## src/rtl/ah_dec_pkg.sv

```systemverilog
// ---------------------------------------------------------------------------
// ah_dec_pkg
// Shared types and helpers for the AH packet-path range decoder.
//   AH_ADDR_W   : default width of the decoded field and of the range bounds
//   ah_range_t  : one range-table entry {base, limit, en}
//   ah_lsb_idx  : index of the lowest set bit of a vector of up to 64 bits
// ---------------------------------------------------------------------------
package ah_dec_pkg;

    localparam int AH_ADDR_W = 34;

    typedef struct packed {
        logic [AH_ADDR_W-1:0] base;
        logic [AH_ADDR_W-1:0] limit;
        logic                 en;
    } ah_range_t;

    // Scanning downward means the last assignment is the lowest set bit.
    // An all-zero vector returns 0.
    function automatic logic [5:0] ah_lsb_idx(input logic [63:0] vec);
        logic [5:0] idx;
        idx = '0;
        for (int i = 63; i >= 0; i--) begin
            if (vec[i]) begin
                idx = 6'(i);
            end
        end
        return idx;
    endfunction

endpackage

```

## src/rtl/ah_range_cmp.sv

```systemverilog
// ---------------------------------------------------------------------------
// ah_range_cmp
// Single decode window: hit when the entry is enabled and
// base <= field <= limit (unsigned, full width). An entry whose base is
// above its limit can never hit.
//   field : value being decoded
//   range : table entry {base, limit, en}
//   hit   : window match
// ---------------------------------------------------------------------------
module ah_range_cmp
    import ah_dec_pkg::*;
(
    input  logic [AH_ADDR_W-1:0] field,
    input  ah_range_t            range,
    output logic                 hit
);

    assign hit = range.en && (range.base <= field) && (field <= range.limit);

endmodule

```

## src/rtl/ah_range_decoder_pipe.sv

```systemverilog
// ---------------------------------------------------------------------------
// ah_range_decoder_pipe
// Programmable address-range decoder with a one-entry registered output.
// The ingress field is matched against N_CLIENTS [base, limit] windows; the
// lowest-index hit wins. Result is presented one cycle after acceptance
// under valid/ready flow control, and delivered no-match results are counted.
//
// Ports:
//   clk, rst_n                  clock, asynchronous active-low reset
//   cfg_we/idx/base/limit/en    range-table write port
//   in_valid, in_ready          ingress handshake
//   ingress_pkt_field           field to decode
//   out_valid, out_ready        result handshake
//   decoded_onehot              winner bit only
//   decoded_binary              winner index
//   dec_err                     no enabled window matched
//   multi_hit                   more than one window matched
//   err_cnt, err_cnt_clr        saturating count of delivered dec_err results
// ---------------------------------------------------------------------------
module ah_range_decoder_pipe
    import ah_dec_pkg::*;
#(
    parameter int ADDR_W    = AH_ADDR_W,
    parameter int N_CLIENTS = 8,
    parameter int IDX_W     = (N_CLIENTS > 1) ? $clog2(N_CLIENTS) : 1,
    parameter int CNT_W     = 16
) (
    input  logic                 clk,
    input  logic                 rst_n,

    input  logic                 cfg_we,
    input  logic [IDX_W-1:0]     cfg_idx,
    input  logic [ADDR_W-1:0]    cfg_base,
    input  logic [ADDR_W-1:0]    cfg_limit,
    input  logic                 cfg_en,

    input  logic                 in_valid,
    output logic                 in_ready,
    input  logic [ADDR_W-1:0]    ingress_pkt_field,

    output logic                 out_valid,
    input  logic                 out_ready,
    output logic [N_CLIENTS-1:0] decoded_onehot,
    output logic [IDX_W-1:0]     decoded_binary,
    output logic                 dec_err,
    output logic                 multi_hit,

    output logic [CNT_W-1:0]     err_cnt,
    input  logic                 err_cnt_clr
);

    // The table entry type is sized by the package width.
    if (ADDR_W != AH_ADDR_W) begin : g_width_check
        $error("ah_range_decoder_pipe: ADDR_W must equal ah_dec_pkg::AH_ADDR_W");
    end

    ah_range_t            tbl [N_CLIENTS];
    logic [N_CLIENTS-1:0] hit;
    logic [N_CLIENTS-1:0] win_onehot;
    logic [IDX_W-1:0]     win_idx;
    logic                 any_hit;
    logic                 many_hit;
    logic                 accept;
    logic                 deliver;

    // Range table. Lookups read the registered table, so a write lands
    // after any lookup accepted on the same edge.
    always_ff @(posedge clk or negedge rst_n) begin
        if (!rst_n) begin
            for (int i = 0; i < N_CLIENTS; i++) begin
                tbl[i] <= '0;
            end
        end else if (cfg_we && (int'(cfg_idx) < N_CLIENTS)) begin
            tbl[cfg_idx] <= '{base: cfg_base, limit: cfg_limit, en: cfg_en};
        end
    end

    for (genvar g = 0; g < N_CLIENTS; g++) begin : g_cmp
        ah_range_cmp u_cmp (
            .field (ingress_pkt_field),
            .range (tbl[g]),
            .hit   (hit[g])
        );
    end

    // Lowest set bit isolation and "more than one bit" test.
    assign win_onehot = hit & ~(hit - N_CLIENTS'(1));
    assign any_hit    = |hit;
    assign many_hit   = |(hit & (hit - N_CLIENTS'(1)));
    assign win_idx    = IDX_W'(ah_lsb_idx(64'(hit)));

    assign in_ready = !out_valid || out_ready;
    assign accept   = in_valid && in_ready;
    assign deliver  = out_valid && out_ready;

    always_ff @(posedge clk or negedge rst_n) begin
        if (!rst_n) begin
            out_valid      <= 1'b0;
            decoded_onehot <= '0;
            decoded_binary <= '0;
            dec_err        <= 1'b0;
            multi_hit      <= 1'b0;
        end else begin
            if (accept) begin
                out_valid      <= 1'b1;
                decoded_onehot <= win_onehot;
                decoded_binary <= win_idx;
                dec_err        <= !any_hit;
                multi_hit      <= many_hit;
            end else if (out_ready) begin
                // Drain with nothing new: data outputs keep their last value.
                out_valid <= 1'b0;
            end
        end
    end

    always_ff @(posedge clk or negedge rst_n) begin
        if (!rst_n) begin
            err_cnt <= '0;
        end else if (err_cnt_clr) begin
            err_cnt <= '0;
        end else if (deliver && dec_err && (err_cnt != {CNT_W{1'b1}})) begin
            err_cnt <= err_cnt + CNT_W'(1);
        end
    end

endmodule

```

## config.mk

```make
export PLATFORM = sky130hd
export DESIGN_NAME = ah_range_decoder_pipe
export DESIGN_NICKNAME = d
export VERILOG_FILES = /design/src/rtl/ah_dec_pkg.sv /design/src/rtl/ah_range_cmp.sv /design/src/rtl/ah_range_decoder_pipe.sv
export SDC_FILE = /design/constraint.sdc
export NUM_CORES = 1
export LEC_CHECK = 0
export CELL_PAD_IN_SITES_DETAIL_PLACEMENT = 0
export CELL_PAD_IN_SITES_GLOBAL_PLACEMENT = 1
export CORE_MARGIN = 8
export CORE_UTILIZATION = 50
export CTS_BUF_LIST = sky130_fd_sc_hd__clkbuf_16
export CTS_CLUSTER_SIZE = 28
export DETAILED_ROUTE_END_ITERATION = 8
export GPL_TIMING_DRIVEN = 0
export PLACE_DENSITY_LB_ADDON = 0.1
export SETUP_SLACK_MARGIN = 0.05
export SKIP_CTS_REPAIR_TIMING = 1
export SLEW_MARGIN = 20
export SYNTH_ARGS = -nofsm -noshare
export SYNTH_HDL_FRONTEND = slang
export SYNTH_SLANG_ARGS = --single-unit
```

## constraint.sdc

```tcl
create_clock -name clk -period 4.4 [get_ports clk]
set_clock_uncertainty 0.2 [all_clocks]
set_input_delay 0.66 -clock clk [delete_from_list [all_inputs] [get_ports clk]]
set_output_delay 0.66 -clock clk [all_outputs]
set_load 0.01 [all_outputs]
```

Word-level counts from Yosys, hierarchy flattened:

Index checks and enable logic that the tools add are counted.

* flip-flop bits (word level): 582
* bits of input ports: 112
* logic and storage cells: 98

* $add $sub $neg: 2
* magnitude comparators: 18
* equal/unequal tests: 1
* multiplexer cells: 15
* bitwise gates (word level): 4
* reduce and logical (&&, ||, !) cells: 28

Operator list (number)
* $bwmux W552: 1
* $le A34 B34 Y1: 16
* $demux W69 S3: 1
* $mux W69: 1
* $mux W16: 2
* $mux W3: 8
* $logic_and A1 B1 Y1: 21
* $add A16 B1 Y16 const B: 1
* $and A8 B8 Y8: 2
* $ne A16 B16 Y1 const B: 1
* $reduce_or A8 Y1: 2
* $not A8 Y8: 1
* $sub A8 B1 Y8 const B: 1
* $ge A4 B4 Y1 const B: 1
* $lt A4 B1 Y1 const B: 1
* $not A3 Y4: 1
* $reduce_bool A2 Y1: 2
* $logic_not A1 Y1: 2
* $mux W1: 2
* $logic_or A1 B1 Y1: 1

Logic depth before layout (Yosys ltp):

Gate-level depths: netlist (run 1).

* word-level depth: 11
* gate-level depth with buffers: 11
* gate-level depth less buffers: 11

Cells and area by module:

From an unflattened synthesis (run 1), not the netlist that was laid out.

* cells, all modules: 3315
* area total of the unflattened synthesis: 35901.9 sq um

By module, submodules not included
* ah_range_decoder_pipe: instances 1, cells each 1342, area an instance 21931.0 sq um, sequential area each 14564.0 sq um
* ah_range_cmp (g_cmp[0].u_cmp ...): instances 7, cells each 247, area an instance 1747.9 sq um, sequential area each 0.0 sq um
* ah_range_cmp (g_cmp[5].u_cmp): instances 1, cells each 244, area an instance 1735.4 sq um, sequential area each 0.0 sq um

Least setup slack after synthesis (run 1):

Ideal clock, no wire load.

* kind: input-to-reg
* start point: in ingress_pkt_field[32]
* end point: reg dec_err
* arrival time: 3.297 ns
* setup slack: 0.826 ns
* stages on the path: 11
* buffers on the path: 0
* cell sequence: inv_1 ha_1 nand3_2 or4_1 or4_1 a31oi_1 nor4_1 o32ai_4 nand3_4 or3_4 o21ai_2

* word-level cells in the longest chain between the ends: 5
* elaborated cells between the ends (all ways): 34
* classes of those cells: order compare: 16; reduce/logical: 18

Ends and longest elaborated chain
* from (decl): RTL line ah_range_decoder_pipe.sv:39 `input logic [ADDR_W-1:0] ingress_pkt_field,`
* $le A34 B34 Y1: RTL line ah_range_cmp.sv:18 `assign hit = range.en && (range.base <= field) && (field <= range.limit);`
* $logic_and A1 B1 Y1 (2 in a row): RTL line ah_range_cmp.sv:18
* $reduce_or A8 Y1 (*): RTL line ah_range_decoder_pipe.sv:88 `assign any_hit = |hit;`
* $logic_not A1 Y1 (*): RTL line ah_range_decoder_pipe.sv:108 `dec_err <= !any_hit;`
* to (signal assigned): RTL line ah_range_decoder_pipe.sv:108
* to (decl): RTL line ah_range_decoder_pipe.sv:45 `output logic dec_err,`

Every way passes the cells marked *; elsewhere a longest branch is shown, timed or not.
A chain may end at the register's enable or synchronous reset.

Worst setup path after layout (run 1):

* start point: in ingress_pkt_field[22]
* end point: reg decoded_onehot[6]

* word-level cells in the longest chain between the ends: 6
* elaborated cells between the ends (all ways): 31
* classes of those cells: add/sub: 1; order compare: 14; bitwise: 2; reduce/logical: 14

Ends and longest elaborated chain
* $le A34 B34 Y1: RTL line ah_range_cmp.sv:18
* $logic_and A1 B1 Y1 (2 in a row): RTL line ah_range_cmp.sv:18
* $sub A8 B1 Y8: RTL line ah_range_decoder_pipe.sv:87 `assign win_onehot = hit & ~(hit - N_CLIENTS'(1));`
* $not A8 Y8: RTL line ah_range_decoder_pipe.sv:87
* $and A8 B8 Y8 (*): RTL line ah_range_decoder_pipe.sv:87
* to (signal assigned): RTL line ah_range_decoder_pipe.sv:106 `decoded_onehot <= win_onehot;`
* to (decl): RTL line ah_range_decoder_pipe.sv:43 `output logic [N_CLIENTS-1:0] decoded_onehot,`

Marked as above.

==> results of run 1 <==
## routing by layer
layer  wire length (microns)  track usage (%)
met3                    5460             3.94
met2                   50100             45.1
met1                   45800             35.1
met5                       0                0
met4                    4770             11.9
## kinds of logic after synthesis
group                    after synthesis
adder cells (fa/ha/maj)              545
multiplexers                         419
XOR/XNOR                              10
buffers and inverters                413
AND/OR/NAND/NOR                      638
flip-flops                           582
AO/OA/AOI/OAI                        594
## registers in the layout, indices dropped and copies added, names as in the netlist
signal and cells:
decoded_onehot 8, tbl 552, err_cnt 16, dec_err 1
decoded_binary 3, multi_hit 1, out_valid 1
## power by group through the flow
stage	registers, uW	clock network (uW)	logic, uW
global placement	7140	0	4690
CTS	7060	5350	5000
finish	7060	5250	5050
global route	7190	5570	5700
detailed placement	7150	0	4960
floorplan	6990	0	3310
## Yosys cell counts, types with 9 or more instances
master    number
a211oi_1      43
a21o_1        38
a21oi_1      175
and4_1        15
buf_1         12
clkbuf_1      70
dfrtp_1      582
ha_1         545
inv_1        331
mux2_2       416
nand2_1      256
nand2b_1      19
nand3_1       53
nand4_1      114
nor2_1        84
nor2b_1       16
nor3_1        25
nor4_1        17
o211ai_1      14
o21ai_0      238
o31ai_1        9
## worst reg2reg max path, cell delays in order (launching register included)
cell     delay (ps)
dfrtp_1         380
ha_1            310
nand3_2         100
or4_1           670
or4_1           740
a31oi_1         310
nor4_4          120
o32ai_4         260
nand3_4         170
or3_4           430
o21ai_2         130
## path summary, 6_finish.rpt
check | startpoint | to | cells past startpoint
max | ingress_pkt_field[22] | decoded_onehot[6]$_DFFE_PN0P_ | 12
min | err_cnt_clr | err_cnt[0]$_DFFE_PN0P_ | 2
max reg2reg | tbl[343]$_DFFE_PN0P_ | decoded_onehot[6]$_DFFE_PN0P_ | 10
min reg2reg | decoded_onehot[5]$_DFFE_PN0P_ | decoded_onehot[5]$_DFFE_PN0P_ | 2
max in group asynchronous | rst_n | tbl[274]$_DFFE_PN0P_ | 4
min in group asynchronous | rst_n | tbl[90]$_DFFE_PN0P_ | 2
## stage by stage
stage	worst slack, ps	power (uW)	cell area [sq um]	cells
3_5_place_dp	-1740	12100	37100	4226
6_report	147	17400	39400	4386
3_3_place_gp	-23870	11800	36900	4220
5_1_grt	71.1	18500	39400	4384
4_1_cts	-1110	17400	39100	4345
2_1_floorplan	826	10300	34400	3201
## cell type report
type / count / area [sq um]
diodes: 4 / 10.0
plain buffers: 82 / 308
clock buffers: 71 / 1780
clock inverters: 48 / 239
fillers: 5833 / 28900
inverters: 331 / 1290
multi-input cells: 2206 / 18400
flip-flops and latches: 582 / 14600
well taps: 882 / 1100
repair buffers: 180 / 1720
==> flow_metrics.env, run 1 <==
export IMPL_report_final_setup_viol=0
export IMPL_crit_chain="clkbuf_2 > clkinvlp_4 > ha_1 > nand4_1 > or4_1 > or4_1 > a31oi_1 > nor4_4 > o32ai_4 > nand3_4 > or3_4 > o21ai_2"
export IMPL_fp_dieW_microns=278
export IMPL_syn_area_sq_um=34400
export IMPL_port_buffers=137
export IMPL_synth_edf_count=0
export IMPL_clockPowerShare_pct=30.2
export IMPL_synthTopCellsByArea="dfrtp_1, ha_1, mux2_2"
export IMPL_htreeDepth=3
export IMPL_tns_ps=0
export IMPL_report_final_slew_viol_count=0
export IMPL_period_minus_slack_ps=4250
export IMPL_numCtsBuffers=69
export IMPL_end_kind="register"
export IMPL_clkTransAtPathRegs_ps=50
export IMPL_layout_nets=4109
export IMPL_ant_nets=0
export IMPL_worst_pin_slew_ps=1120
export IMPL_synth_top_family_by_area="adder cells"
export IMPL_arrival_ps=4580
export IMPL_yosysSeqAreaShare_pct=42.4
export IMPL_wire_per_inst_microns=24.2
export IMPL_drive_gt1_share_pct=17.5
export IMPL_rsz0062_at_grt="false"
export IMPL_hold_viol_final=0
export IMPL_drt_iter0_markers=1606
export IMPL_antenna_found_initial=6
export IMPL_p_seq_share_pct=40.7
export IMPL_startpoint_type="primary input"
export IMPL_power_density_nw_per_um2=440
export IMPL_rows=96
export IMPL_worstSkewPairLatency_ps=610
export IMPL_cap_violations=0
export IMPL_yosys_area_share_xor_xnor_pct=0.255
export IMPL_ys_types=65
export IMPL_num_vias=25900
export IMPL_yosysTopAreaCell="dfrtp_1"
export IMPL_critPathMostFrequentCell="or4_1"
export IMPL_cpLargestDelayFamily="simple AND/OR/NAND/NOR gates"
export IMPL_max_freq_mhz=235
export IMPL_synth_top_flop_cell="dfrtp_1"
export IMPL_grt_pass1_vias=26800
export IMPL_syn_avg_cell_area_sq_um=10.7
export IMPL_swShare_pct=32.4
export IMPL_dp_hpwl_mm=77.7
export IMPL_muxShareOfSynthArea_pct=13.7
export IMPL_syn_nets=3858
export IMPL_ys_async_sr_fraction_pct=100
export IMPL_power_switching_uw=5630
export IMPL_synthAdderAreaFrac_pct=19.8
export IMPL_regToRegSetupSlack_ps=500
export IMPL_critPathKind="in -> reg"
export IMPL_die_y_microns=278
export IMPL_cp_data_required_time_ps=4730
export IMPL_ys_seq_elements=582
export IMPL_p_leak_uw=0.0185
export IMPL_synthCells=3201
export IMPL_grt_overflow=0
export IMPL_yosys_area_share_simple_pct=9.14
export IMPL_drt_wl_total_mm=106
export IMPL_synth_top_area_share_pct=42.4
export IMPL_cts_num_sinks=582
export IMPL_holdWs_ps=226
export IMPL_cts_tree="yes"
export IMPL_final_common_cell="dfrtp_1"
export IMPL_grt_first_pass_wirelength_mm=161
export IMPL_critPathMaxStageDelay_ps=740
export IMPL_clock_path_buffers=3
export IMPL_area_growth_pct=14.7
export IMPL_first_pass_iters=6
export IMPL_io_pins=143
export IMPL_path_max_fanout=9
export IMPL_fin_util_pct=57.7
export IMPL_dieArea_sq_um=77400
export IMPL_viasPerCell=5.90
export IMPL_internal_power_uw=11700
export IMPL_cp_slowest_cell="or4_1"
export IMPL_yosysWarnings=0
export IMPL_clock_root_buffer="clkbuf_16"
export IMPL_drc=0
export IMPL_slew_headroom_pct=25.4
export IMPL_hold_path_class="in -> reg"
export IMPL_grt_max_degree=100
export IMPL_p_comb_share_pct=29.1
export IMPL_synth_compound_area_share_pct=10.2
export IMPL_grt_usage_pct=27.2
export IMPL_place_congestion=0.883
export IMPL_period_share_pct=96.7
export IMPL_layout_common_cells="dfrtp_1, ha_1, mux2_2, inv_1, nand2_1"
export IMPL_status="completed"
export IMPL_vdd_drop_max_uv=327
export IMPL_core_sq_um=68300
export IMPL_initial_core_util_pct=50.3
export IMPL_path_buf_inv=2
Power figures use the tool's default switching activity.
==> inputs of run 2 (changes only) <==
==> constraint.sdc (replaced) <==
create_clock -name clk -period 4.4 [get_ports clk]
set_clock_uncertainty 0.2 [all_clocks]
set_input_delay 0.66 -clock clk [delete_from_list [all_inputs] [get_ports clk]]
set_output_delay 0.66 -clock clk [all_outputs]
set_load 0.05 [all_outputs]
==> results of run 2 <==
The final DEF is identical to that of run 1. Status: completed.
Among the figures that moved: total power 17400 uW -> 17500 uW
==> inputs of run 3 (changes only) <==
==> constraint.sdc (replaced) <==
create_clock -name clk -period 4.4 [get_ports clk]
set_clock_uncertainty 0.2 [all_clocks]
set_input_delay 0.66 -clock clk [delete_from_list [all_inputs] [get_ports clk]]
set_output_delay 0.66 -clock clk [all_outputs]
set_load 0.02 [all_outputs]
==> results of run 3 <==
The final DEF is identical to that of run 1. Status: completed.
